==> src/rtl/q_sys_cali_ram_arbiter.sv <==
// Calibration RAM arbiter: datapath fetches have priority over Avalon host accesses, bounded by a streak limit.
// Optional build macro CALI_ARB_INIT_SWEEP_EN fills the RAM with INIT_VALUE after every reset.
module q_sys_cali_ram_arbiter #(
   parameter int                ADDR_W        = 9,
   parameter int                DATA_W        = 8,
   parameter int                DP_MAX_STREAK = 8,
   parameter logic [DATA_W-1:0] INIT_VALUE    = 8'h80
) (
   input  logic              clk,
   input  logic              reset,
   input  logic [ADDR_W-1:0] av_address,
   input  logic              av_read,
   input  logic              av_write,
   input  logic [DATA_W-1:0] av_writedata,
   output logic              av_waitrequest,
   output logic [DATA_W-1:0] av_readdata,
   output logic              av_readdatavalid,
   input  logic              cfg_lock,
   output logic [7:0]        lock_drop_cnt,
   input  logic              dp_req,
   input  logic [ADDR_W-1:0] dp_chan,
   output logic              dp_ready,
   output logic [DATA_W-1:0] dp_coef,
   output logic [ADDR_W-1:0] dp_coef_chan,
   output logic              dp_valid,
   output logic              busy,
   output logic [ADDR_W-1:0] ram_address,
   output logic              ram_chipselect,
   output logic              ram_write,
   output logic [DATA_W-1:0] ram_writedata,
   input  logic [DATA_W-1:0] ram_readdata
);

`ifdef CALI_ARB_INIT_SWEEP_EN
   localparam bit SWEEP_EN = 1'b1;
`else
   localparam bit SWEEP_EN = 1'b0;
`endif
   localparam logic [7:0]        STREAK_MAX = 8'(DP_MAX_STREAK);
   localparam logic [ADDR_W-1:0] SWEEP_LAST = {ADDR_W{1'b1}};

   typedef enum logic {ST_INIT, ST_IDLE} state_t;

   state_t            state_q, state_d;
   logic [ADDR_W-1:0] sweep_addr_q, sweep_addr_d;
   logic [7:0]        streak_q, streak_d;
   logic [7:0]        lock_cnt_q, lock_cnt_d;
   logic              cmd_cs_q, cmd_cs_d;
   logic              cmd_we_q, cmd_we_d;
   logic [ADDR_W-1:0] cmd_addr_q, cmd_addr_d;
   logic [DATA_W-1:0] cmd_wdata_q, cmd_wdata_d;
   logic              s1_rd_q, s1_rd_d;
   logic              s1_dp_q, s1_dp_d;
   logic              s2_rd_q, s2_rd_d;
   logic              s2_dp_q, s2_dp_d;
   logic [ADDR_W-1:0] s2_chan_q, s2_chan_d;
   logic              dp_valid_q, dp_valid_d;
   logic              av_rdv_q, av_rdv_d;
   logic [DATA_W-1:0] out_data_q, out_data_d;
   logic [ADDR_W-1:0] out_chan_q, out_chan_d;

   logic host_pending;
   logic grant_en;
   logic dp_grant;
   logic host_grant;

   // Grants are combinational so the requester sees its handshake in the same cycle.
   assign host_pending = av_read | av_write;
   assign grant_en     = (state_q == ST_IDLE) & ~reset;
   assign dp_grant     = grant_en & dp_req & ~(host_pending & (streak_q == STREAK_MAX));
   assign host_grant   = grant_en & host_pending & ~dp_grant;

   always_comb begin
      state_d      = state_q;
      sweep_addr_d = sweep_addr_q;
      streak_d     = streak_q;
      lock_cnt_d   = lock_cnt_q;
      cmd_cs_d     = 1'b0;
      cmd_we_d     = 1'b0;
      cmd_addr_d   = cmd_addr_q;
      cmd_wdata_d  = cmd_wdata_q;
      s1_rd_d      = 1'b0;
      s1_dp_d      = 1'b0;

      if (state_q == ST_INIT) begin
         if (SWEEP_EN) begin
            cmd_cs_d     = 1'b1;
            cmd_we_d     = 1'b1;
            cmd_addr_d   = sweep_addr_q;
            cmd_wdata_d  = INIT_VALUE;
            sweep_addr_d = sweep_addr_q + ADDR_W'(1);
            if (sweep_addr_q == SWEEP_LAST) state_d = ST_IDLE;
         end else begin
            state_d = ST_IDLE;
         end
      end

      if (dp_grant) begin
         cmd_cs_d   = 1'b1;
         cmd_addr_d = dp_chan;
         s1_rd_d    = 1'b1;
         s1_dp_d    = 1'b1;
      end else if (host_grant) begin
         if (av_write) begin
            // Locked writes complete the handshake but never reach the RAM.
            if (cfg_lock) begin
               if (lock_cnt_q != 8'hFF) lock_cnt_d = lock_cnt_q + 8'd1;
            end else begin
               cmd_cs_d    = 1'b1;
               cmd_we_d    = 1'b1;
               cmd_addr_d  = av_address;
               cmd_wdata_d = av_writedata;
            end
         end else begin
            cmd_cs_d   = 1'b1;
            cmd_addr_d = av_address;
            s1_rd_d    = 1'b1;
         end
      end

      if (!host_pending || host_grant) begin
         streak_d = 8'd0;
      end else if (dp_grant) begin
         streak_d = streak_q + 8'd1;
      end

      s2_rd_d    = s1_rd_q;
      s2_dp_d    = s1_dp_q;
      s2_chan_d  = cmd_addr_q;
      dp_valid_d = s2_rd_q & s2_dp_q;
      av_rdv_d   = s2_rd_q & ~s2_dp_q;
      out_data_d = s2_rd_q ? ram_readdata : out_data_q;
      out_chan_d = (s2_rd_q & s2_dp_q) ? s2_chan_q : out_chan_q;
   end

   always_ff @(posedge clk) begin
      if (reset) begin
         state_q      <= ST_INIT;
         sweep_addr_q <= '0;
         streak_q     <= '0;
         lock_cnt_q   <= '0;
         cmd_cs_q     <= 1'b0;
         cmd_we_q     <= 1'b0;
         cmd_addr_q   <= '0;
         cmd_wdata_q  <= '0;
         s1_rd_q      <= 1'b0;
         s1_dp_q      <= 1'b0;
         s2_rd_q      <= 1'b0;
         s2_dp_q      <= 1'b0;
         s2_chan_q    <= '0;
         dp_valid_q   <= 1'b0;
         av_rdv_q     <= 1'b0;
         out_data_q   <= '0;
         out_chan_q   <= '0;
      end else begin
         state_q      <= state_d;
         sweep_addr_q <= sweep_addr_d;
         streak_q     <= streak_d;
         lock_cnt_q   <= lock_cnt_d;
         cmd_cs_q     <= cmd_cs_d;
         cmd_we_q     <= cmd_we_d;
         cmd_addr_q   <= cmd_addr_d;
         cmd_wdata_q  <= cmd_wdata_d;
         s1_rd_q      <= s1_rd_d;
         s1_dp_q      <= s1_dp_d;
         s2_rd_q      <= s2_rd_d;
         s2_dp_q      <= s2_dp_d;
         s2_chan_q    <= s2_chan_d;
         dp_valid_q   <= dp_valid_d;
         av_rdv_q     <= av_rdv_d;
         out_data_q   <= out_data_d;
         out_chan_q   <= out_chan_d;
      end
   end

   assign av_waitrequest   = host_pending & ~host_grant;
   assign dp_ready         = dp_grant;
   assign av_readdata      = out_data_q;
   assign av_readdatavalid = av_rdv_q;
   assign dp_coef          = out_data_q;
   assign dp_coef_chan     = out_chan_q;
   assign dp_valid         = dp_valid_q;
   assign lock_drop_cnt    = lock_cnt_q;
   assign busy             = (state_q == ST_INIT);
   assign ram_address      = cmd_addr_q;
   assign ram_chipselect   = cmd_cs_q;
   assign ram_write        = cmd_we_q;
   assign ram_writedata    = cmd_wdata_q;

endmodule

==> config.mk <==
export PLATFORM = sky130hd
export DESIGN_NAME = q_sys_cali_ram_arbiter
export DESIGN_NICKNAME = d
export VERILOG_FILES = /design/src/rtl/q_sys_cali_ram_arbiter.sv
export SDC_FILE = /design/constraint.sdc
export NUM_CORES = 1
export LEC_CHECK = 0
export CORE_MARGIN = 8
export CORE_UTILIZATION = 48
export CTS_CLUSTER_DIAMETER = 150
export DETAILED_ROUTE_END_ITERATION = 6
export HOLD_SLACK_MARGIN = 0.05
export PLACE_DENSITY = 0.85
export SLEW_MARGIN = 0
export SYNTH_ARGS = -nofsm -noshare
export SYNTH_HDL_FRONTEND = slang
export SYNTH_SLANG_ARGS = --single-unit
==> constraint.sdc <==
create_clock -name clk -period 4.3 [get_ports clk]
set_input_delay 0.86 -clock clk [delete_from_list [all_inputs] [get_ports clk]]
set_output_delay 0.86 -clock clk [all_outputs]
set_load 0.05 [all_outputs]
==> summary.txt, run 1 <==
Synth
  – Seq/Total Area, Yosys: 50.1%
  – Syn Nets: 333
  – Dominant synthesized flop cell: dfxtp_1
  – Top-area cell type share of the netlist area: 50.1%
  – Warnings, synthesis: 0
  – Cell taking the most area after synthesis: dfxtp_1
  – Most common cell in the netlist: dfxtp_1
  – Number of flops mapped to enable cells by yosys: 0
  – Top post-synthesis cells by area: dfxtp_1, mux2i_1, nand2_1, a21oi_1, o21ai_0
  – Mapped Area: 2720 sq um
  – Flops & latches, synth: 68
  – Synthesized instance count: 290
  – Most instantiated cells after synthesis: dfxtp_1, nand2_1, nor2_1
  – Async set or reset register ratio after synthesis: 0%
  – Cell variety after synth: 47
  – Avg Synthesized Cell Area: 9.37 sq um

Timing
  – Tcrit/Tclk final: 81.1%
  – Setup TNS: 0 ns
  – Worst Max-Slew Pin Slew: 0.636 ns
  – Worst Setup Slack, final: 0.814 ns
  – RSZ-0062 raised after global routing: false
  – Max frequency: 0.287 GHz
  – Hold Fails Final Rpt: 0
  – Final critical-path required period: 3.49 ns
  – Final Slew Violations: 0
  – Clk_skew: 0.00834 ns
  – Slew headroom: 57.4%
  – Setup-failing EPs final: 0

Floorplan
  – Row cnt: 27
  – Die width: 91.2 microns
  – Die ar.: 8330 sq um
  – Core footprint: 5470 sq um
  – IO Pins: 97
  – Die span in y: 91.2 microns
  – Initial Util: 49.7%

Setup path
  – Startpoint Class: input port
  – CP Cell Sequence: clkdlybuf4s50_1 -> or2_2 -> a311oi_2 -> nor2_1 -> nor2_1 -> buf_12
  – Crit path kind: in -> out
  – Critical Path Most Common Cell: nor2_1
  – CP peak stage delay: 0.55 ns
  – Critical Path Fanout Max: 8
  – Cell family with most CP delay: buffers and inverters
  – Worst setup EP type: output pin
  – WP data arrival: 2.63 ns
  – CP bufs+invs: 2
  – Slowest cell on crit path: clkdlybuf4s50_1
  – CP required: 3.44 ns

Placement
  – DP Wirelength: 5.22 mm
  – Dpl cells: 440
  – GPL Wtd Cong: 0.848
  – Port bufs: 96
  – Pre-CTS WS: 0.852 ns

Global routing
  – Largest net degree at the start of global routing: 49
  – GRT Util Overall: 17.4%
  – Global-route wire length before repair: 11.8 mm
  – Antenna violations before repair: 0
  – Number of global-route vias before repair: 2347
  – Grt total ovfl: 0

Clocking
  – Post-cts resize count: 0
  – CTS Hold Bufs: 0
  – Skew-Pair Late Insertion Delay: 0.34 ns
  – H-tree Lvls: 3
  – Num Clock Sinks: 68
  – Clock transition at the registers of the reported paths: 0.08 ns
  – Setup Buffers After CTS: 0
  – Clock buffer depth: 2
  – TritonCTS clock tree: done
  – Clock root cell: clkbuf_8
  – Num CTS Buffers: 9

Cells and area
  – Utilization after layout: 71.4%
  – Ant diodes: 0
  – Final #Nets: 422
  – Final Instance Count excl. Fillers: 456
  – Share of post-route cells with drive strength above 1: 8.59%
  – Synth-to-Final Area Change: 43.9%

Detailed routing
  – Initial DRC count: 87
  – Vias: 2342
  – Post-route ant nets: 0
  – DRT Pass-1 Iters: 5
  – Aggregate routed wire length: 7.00 mm
  – Drt wl/cell: 15.3 microns
  – DRC Markers: 0
  – Number of vias per cell: 5.14

Pwr
  – PD cells: 355 nW/um^2
  – Tot Pwr: 1.39 mW
  – Lkg Pwr: 1.38 nW
  – VDD IR-drop max: 0.000246 V

Min path
  – Hold/Removal Path Class: reg -> reg

Status
  – Outcome: finished clean

Flow run
  – MaxCap Viol Count: 0
==> per-layer routing <==
metal | part of all wire [%] | track usage [%] | vias up
met5 | 0 | 0 | -
met4 | 2.3 | 7.09 | 0
met3 | 5.1 | 6.09 | 14
met2 | 49 | 29.0 | 63
met1 | 43 | 19.9 | 1084
li1 | - | - | 1181
==> worst reg2reg max path, delay by kind of cell (launching register included) <==
family,cells,cell delay (ns)
buffers and inverters,2,0.40
AND/OR/NAND/NOR,2,0.19
AO/OA/AOI/OAI,1,0.44
flip-flops,1,0.39
adder cells (fa/ha/maj),1,0.20
multiplexers,1,0.21
==> registers in the layout, indices dropped and copies added, names as in the netlist <==
register and cells:
streak_q 8, av_readdatavalid 1, lock_drop_cnt 8, ram_address 9
s2_chan_q 9, ram_chipselect 1, s2_dp_q 1, dp_valid 1
s1_dp_q 1, state_q 1, s2_rd_q 1, ram_writedata 8
ram_write 1, dp_coef_chan 9, av_readdata 8, s1_rd_q 1
==> kinds of logic (layout without fill, tap and decap cells) <==
family                     Yosys count  after routing  share of synthesized area (%)
adders and majority gates            3              3                           1.38
DFF                                 68             68                           50.1
and+or+nand+nor                    105            105                           20.5
muxes                               19             19                           7.04
AOI/OAI and AO/OA                   60             60                           13.7
buffers and inverters               29            123                           5.39
xor gates and xnor gates             6              6                           1.93
==> power by group <==
group	switching, mW	internal (mW)	total (mW)	leakage, nW
clock	0.245	0.288	0.534	0.107
combinational	0.111	0.0822	0.193	0.721
sequential	0.0111	0.650	0.661	0.553
==> per-stage QoR <==
stage | cell area [sq um] | hold WS [ns]
floorplan | 2720 | 0.412
global route | 3910 | 0.445
detailed placement | 3700 | 0.425
global placement | 3700 | 0.422
finish | 3910 | 0.431
CTS | 3910 | 0.431
==> placed cells by master (no fill, tap or decap), drive strengths merged, types with 3 or more instances in the layout <==
cell type,Yosys,routed
o21ai,18,18
nor2b,13,13
mux2i,18,18
a21oi,22,22
ha,3,3
dfxtp,68,68
a311oi,4,4
nor3b,3,3
xnor2,4,4
clkinv,0,5
clkdlybuf4s50,0,93
clkbuf,6,10
nor2,24,24
nand3,13,13
inv,7,7
nand4,3,3
buf,16,7
nand2,31,31
==> layout make-up <==
cell class | count | area, sq um
clock buffer | 10 | 138
clock inverter | 6 | 73.8
fill | 430 | 1560
inverter | 7 | 26.3
multi-input combinational | 193 | 1210
sequential | 68 | 1360
tap | 72 | 90.1
timing repair buffer | 100 | 1010
==> path summary, 6_finish.rpt <==
check              startpoint              to  slack [ns]  cells after the start
setup / recovery     av_write  av_waitrequest        0.81                      6
hold / removal        s1_dp_q         s2_dp_q        0.43                      1
setup reg to reg  streak_q[0]     streak_q[1]        2.33                      7
hold reg to reg       s1_dp_q         s2_dp_q        0.43                      1
(Power assumes the default switching activity.)
==> inputs of run 2 (changes only) <==
Settings changed: CORE_UTILIZATION 48 to 44, PLACE_DENSITY 0.85 to 0.79.
Clock period 4.3 ns to 3.37 ns, I/O delays scaled along.
==> summary.txt, run 2 (synthesized netlist as in run 1, its figures left out) <==
Pwr
  – PD cells: 454 nW/um^2 (+28%)
  – VDD IR-drop max: 0.000284 V (+16%)
  – Tot Pwr: 1.78 mW (+28%)
  – Lkg Pwr: 1.38 nW (-0.17%)

Timing
  – Clk_skew: 0.0111 ns (+0.00275 ns)
  – Final critical-path required period: 2.85 ns
  – Hold Fails Final Rpt: 0 (unchanged)
  – Slew headroom: 50.3% (-7.1 points)
  – Max frequency: 0.350 GHz
  – RSZ-0062 raised after global routing: false
  – Final Slew Violations: 0 (unchanged)
  – Setup TNS: 0 ns (unchanged)
  – Tcrit/Tclk final: 84.7%
  – Setup-failing EPs final: 0 (unchanged)
  – Worst Max-Slew Pin Slew: 0.746 ns (+0.110 ns)

Global routing
  – Number of global-route vias before repair: 2334 (-0.55%)
  – Largest net degree at the start of global routing: 49 (unchanged)
  – Global-route wire length before repair: 11.0 mm (-6.3%)
  – Grt total ovfl: 0 (unchanged)
  – GRT Util Overall: 15.5% (-1.9 points)
  – Antenna violations before repair: 0 (unchanged)

Detailed routing
  – Post-route ant nets: 0 (unchanged)
  – DRC Markers: 0 (unchanged)
  – Drt wl/cell: 14.8 microns (-3.3%)
  – Aggregate routed wire length: 6.83 mm (-2.5%)
  – Number of vias per cell: 5.08 (-1.0%)
  – Vias: 2339 (-0.13%)
  – DRT Pass-1 Iters: 4 (-1)
  – Initial DRC count: 78 (-10%)

Cells and area
  – Synth-to-Final Area Change: 44.2%
  – Ant diodes: 0 (unchanged)
  – Final instance area: 3920 sq um (+0.22%)
  – Most common cell after layout, fill and taps aside: clkdlybuf4s50_1
  – Share of post-route cells with drive strength above 1: 8.83% (+0.24 points)
  – Final #Nets: 423 (+0.24%)
  – Most frequent cells in the layout: clkdlybuf4s50_1, dfxtp_1, nand2_1
  – Utilization after layout: 65.8% (-5.6 points)

Status
  – Outcome: finished clean

Placement
  – GPL Wtd Cong: 0.784 (-7.5%)
  – Port bufs: 96 (unchanged)
  – DP Wirelength: 5.11 mm (-2.3%)
  – Post-DP Area: 3710 sq um (+0.30%)

Clocking
  – Clock buffer depth: 2 (unchanged)
  – Clock transition at the registers of the reported paths: 0.07 ns (about the same)
  – Skew-Pair Late Insertion Delay: 0.33 ns (about the same)
  – H-tree Lvls: 3 (unchanged)
  – Setup Buffers After CTS: 0 (unchanged)
  – TritonCTS clock tree: done
  – Post-cts resize count: 0 (unchanged)
  – Num Clock Sinks: 68 (unchanged)
  – Num CTS Buffers: 9 (unchanged)
  – CTS Hold Bufs: 0 (unchanged)
  – Clock root cell: clkbuf_8

Flow run
  – MaxCap Viol Count: 0 (unchanged)

Setup path
  – CP peak stage delay: 0.42 ns (-0.13 ns)
  – Startpoint Class: input port
  – Worst setup EP type: output pin
  – Slowest cell on crit path: clkdlybuf4s50_1
  – CP Cell Sequence: clkdlybuf4s50_1 -> or2_2 -> a311oi_2 -> buf_4 -> buf_12
  – WP data arrival: 2.18 ns (-0.45 ns)
  – CP required: 2.70 ns (-0.74 ns)
  – Crit path kind: in -> out
  – Critical Path Fanout Max: 24 (+16)

Floorplan
  – Die span in y: 94.6 microns (+3.7%)
  – Row cnt: 28 (+3.7%)
  – Die width: 94.6 microns (+3.7%)
  – Core footprint: 5960 sq um (+8.8%)
  – Die ar.: 8950 sq um (+7.5%)
  – Initial Util: 45.6% (-4.0 points)
  – IO Pins: 97 (unchanged)

Min path
  – Hold/Removal Path Class: reg -> reg
## run 2: cell count changes in the layout (fill, tap and decap cells not counted)
cell / before / now
buf_4: 4 / 5
clkinv_4: 5 / 1
clkinvlp_4: 0 / 2
inv_6: 0 / 2
## run 2: power by group
group	switching (mW)	internal, mW	total (mW)
combinational	0.141	0.106	0.247
sequential	0.0136	0.829	0.843
clock	0.322	0.368	0.691
total	0.477	1.30	1.78
## run 2: path summary, 6_finish.rpt
check,start,endpoint,slack [ns],cells past startpoint
setup reg to reg,streak_q[0],streak_q[2],1.21,6
hold / removal,s2_dp_q,av_readdatavalid,0.44,1
setup / recovery,av_read,dp_ready,0.52,5
hold reg to reg,s2_dp_q,av_readdatavalid,0.44,1
## run 2: metrics by stage
step | setup slack (ns) | cells | hold WS, ns
5_1_grt | 0.441 | 460 | 0.449
4_1_cts | 0.526 | 460 | 0.438
2_1_floorplan | 0.158 | 290 | 0.412
3_3_place_gp | 0.561 | 444 | 0.422
3_5_place_dp | 0.529 | 444 | 0.420
6_report | 0.516 | 460 | 0.437
## run 2: final cells by class
class / instances / area [sq um]
Multi-Input combinational cell: 193 / 1210
Fill cell: 506 / 2040
Timing Repair Buffer: 101 / 1010
Clock inverter: 6 / 71.3
Inverter: 7 / 26.3
Sequential cell: 68 / 1360
Clock buffer: 10 / 138
Tap cell: 75 / 93.8
## run 2: critical path, delay by kind of cell
family / cells / cell delay [ns]
compound gates: 1 / 0.25
buf+inv: 3 / 0.90
simple gates: 1 / 0.35
## run 2: metal layers
layer  global-route usage [%]  up-vias  routed length, microns
met5                        0        -                       0
li1                         -     1187                       -
met1                     17.9     1082                    2970
met4                     6.11        0                     104
met3                     4.05        8                     395
met2                     26.7       62                    3350
==> inputs of run 3 (changes only) <==
Settings changed: CORE_UTILIZATION 44 to 40, PLACE_DENSITY 0.79 to 0.75.
Clock period 3.37 ns to 2.3 ns, I/O delays scaled along.
==> summary.txt, run 3 (synthesized netlist as in run 1, its figures left out) <==
Timing
  – Final Slew Violations: 0 (unchanged)
  – Slew headroom: 56.9% (+6.6 points)
  – Setup-failing EPs final: 0 (unchanged)
  – Max frequency: 0.449 GHz
  – Hold Fails Final Rpt: 0 (unchanged)
  – Final critical-path required period: 2.23 ns
  – Tcrit/Tclk final: 96.9%
  – Clk_skew: 0.00729 ns (-0.00380 ns)
  – Worst Max-Slew Pin Slew: 0.644 ns (-0.102 ns)

Detailed routing
  – Aggregate routed wire length: 7.17 mm (+5.1%)
  – DRT Pass-1 Iters: 4 (unchanged)
  – DRC Markers: 0 (unchanged)
  – Post-route ant nets: 0 (unchanged)
  – Number of vias per cell: 5.07 (-0.30%)
  – Vias: 2398 (+2.5%)
  – Drt wl/cell: 15.2 microns (+2.2%)
  – Initial DRC count: 51 (-35%)

Setup path
  – Worst setup EP type: output pin
  – CP required: 1.84 ns (-0.86 ns)
  – Crit path kind: reg -> out
  – WP data arrival: 1.77 ns (-0.41 ns)
  – Critical Path Fanout Max: 4 (-83%)
  – Startpoint Class: register

Global routing
  – Global-route wire length before repair: 11.5 mm (+4.5%)
  – GRT Util Overall: 14.7% (-0.71 points)
  – Number of global-route vias before repair: 2360 (+1.1%)
  – Met2 Track Usage GR: 24.6% (-2.0 points)
  – Largest net degree at the start of global routing: 30 (-39%)
  – Met3 Track Usage GR: 3.81% (-0.24 points)
  – GR peak layer: met2
  – Antenna violations before repair: 0 (unchanged)
  – Grt total ovfl: 0 (unchanged)
  – Met1 GRT Util: 17.3% (-0.54 points)

Pwr
  – PD cells: 673 nW/um^2 (+48%)
  – Tot Pwr: 2.72 mW (+53%)
  – Lkg Pwr: 1.46 nW (+5.8%)
  – VDD IR-drop max: 0.000333 V (+17%)

Clocking
  – Clock transition at the registers of the reported paths: 0.08 ns (about the same)
  – Clock buffer depth: 2 (unchanged)
  – H-tree Lvls: 3 (unchanged)
  – Clock root cell: clkbuf_8
  – Skew-Pair Late Insertion Delay: 0.34 ns (about the same)
  – Num CTS Buffers: 9 (unchanged)
  – TritonCTS clock tree: done
  – Num Clock Sinks: 68 (unchanged)

Cells and area
  – Ant diodes: 0 (unchanged)
  – Most frequent cells in the layout: clkdlybuf4s50_1, dfxtp_1, nand2_1
  – Final Instance Count excl. Fillers: 473 (+2.8%)
  – Share of post-route cells with drive strength above 1: 11.5% (+2.6 points)
  – Most common cell after layout, fill and taps aside: clkdlybuf4s50_1
  – Final #Nets: 431 (+1.9%)
  – Final instance area: 4040 sq um (+3.2%)
  – Filler Cell Count: 573 (+13%)
  – Synth-to-Final Area Change: 48.8%

Floorplan
  – IO Pins: 97 (unchanged)
  – Core footprint: 6680 sq um (+12%)
  – Die ar.: 9690 sq um (+8.3%)
  – Die span in y: 98.4 microns (+4.1%)
  – Initial Util: 40.7% (-5.0 points)
  – Die width: 98.4 microns (+4.1%)
  – Row cnt: 30 (+7.1%)

Status
  – Outcome: finished clean

Min path
  – Hold/Removal Path Class: reg -> reg

Flow run
  – MaxCap Viol Count: 0 (unchanged)

Placement
  – DP Wirelength: 5.30 mm (+3.8%)
  – GPL Wtd Cong: 0.778 (-0.78%)
  – Dpl cells: 456 (+2.7%)
  – Post-DP Area: 3800 sq um (+2.4%)
  – Port bufs: 96 (unchanged)
-- run 3: changes by cell type in the layout (fill, tap and decap cells not counted), moves of 2 or more --
cell	previous run	this run
buf_4	5	12
clkdlybuf4s50_1	93	91
clkinv_2	0	2
clkinvlp_4	2	0
dlymetal6s2s_1	0	2
inv_6	2	0
nor2_1	24	22
-- run 3: repair_timing --
item | CTS | global route
pin swaps | 0 | 1
gates cloned | 0 | 0
hold buffers | 0 | 0
resized for setup | 1 | 4
buffers inserted | 0 | 1
setup endpoints to repair | 1 | 2
-- run 3: worst max-delay path, stage by stage (launching register included) --
cell and delay, ns:
dfxtp_1 0.39, inv_1 0.06, ha_1 0.18, nor4b_4 0.15, a311oi_4 0.31, nor2_2 0.09
nor2_4 0.12, buf_12 0.14
-- run 3: layer usage --
layer	part of all wire, %	vias to the layer above
met5	0	-
met4	1.5	0
met3	4.9	8
met2	49	73
met1	45	1111
li1	-	1206
-- run 3: final cells by class --
cell class / count / area [sq um] / share of cell area, %
clock buffers: 10 / 138 / 3.40
inverters: 7 / 26.3 / 0.650
well taps: 80 / 100 / 2.48
repair buffers: 109 / 1090 / 27.0
clock inverters: 6 / 87.6 / 2.17
multi-input cells: 193 / 1240 / 30.6
flip-flops and latches: 68 / 1360 / 33.7
-- run 3: worst paths after layout --
| check | from | to | slack (ns) | depth (start not counted) |
|---|---|---|---|---|
| hold reg to reg | s1_rd_q | s2_rd_q | 0.43 | 1 |
| setup / recovery | streak_q[1] | av_waitrequest | 0.07 | 7 |
| setup reg to reg | streak_q[1] | streak_q[4] | 0.38 | 6 |
| hold / removal | s1_rd_q | s2_rd_q | 0.43 | 1 |
-- run 3: metrics by stage --
| step | hold WS, ns | util (%) | setup slack, ns | setup TNS (ns) |
|---|---|---|---|---|
| 2_1_floorplan | 0.412 | - | 0.00677 | 0 |
| 5_1_grt | 0.447 | 60.5 | -0.00166 | -0.00166 |
| 3_3_place_gp | 0.420 | 56.9 | -0.00977 | -0.00977 |
| 3_5_place_dp | 0.422 | 56.9 | -0.0298 | -0.0395 |
| 4_1_cts | 0.434 | 60.3 | 0.00450 | 0 |
| 6_report | 0.434 | 60.5 | 0.0708 | 0 |
-- run 3: report_power, final --
part	internal (mW)	switching, mW
clock network	0.640	0.467
logic	0.166	0.214
registers	1.21	0.0204
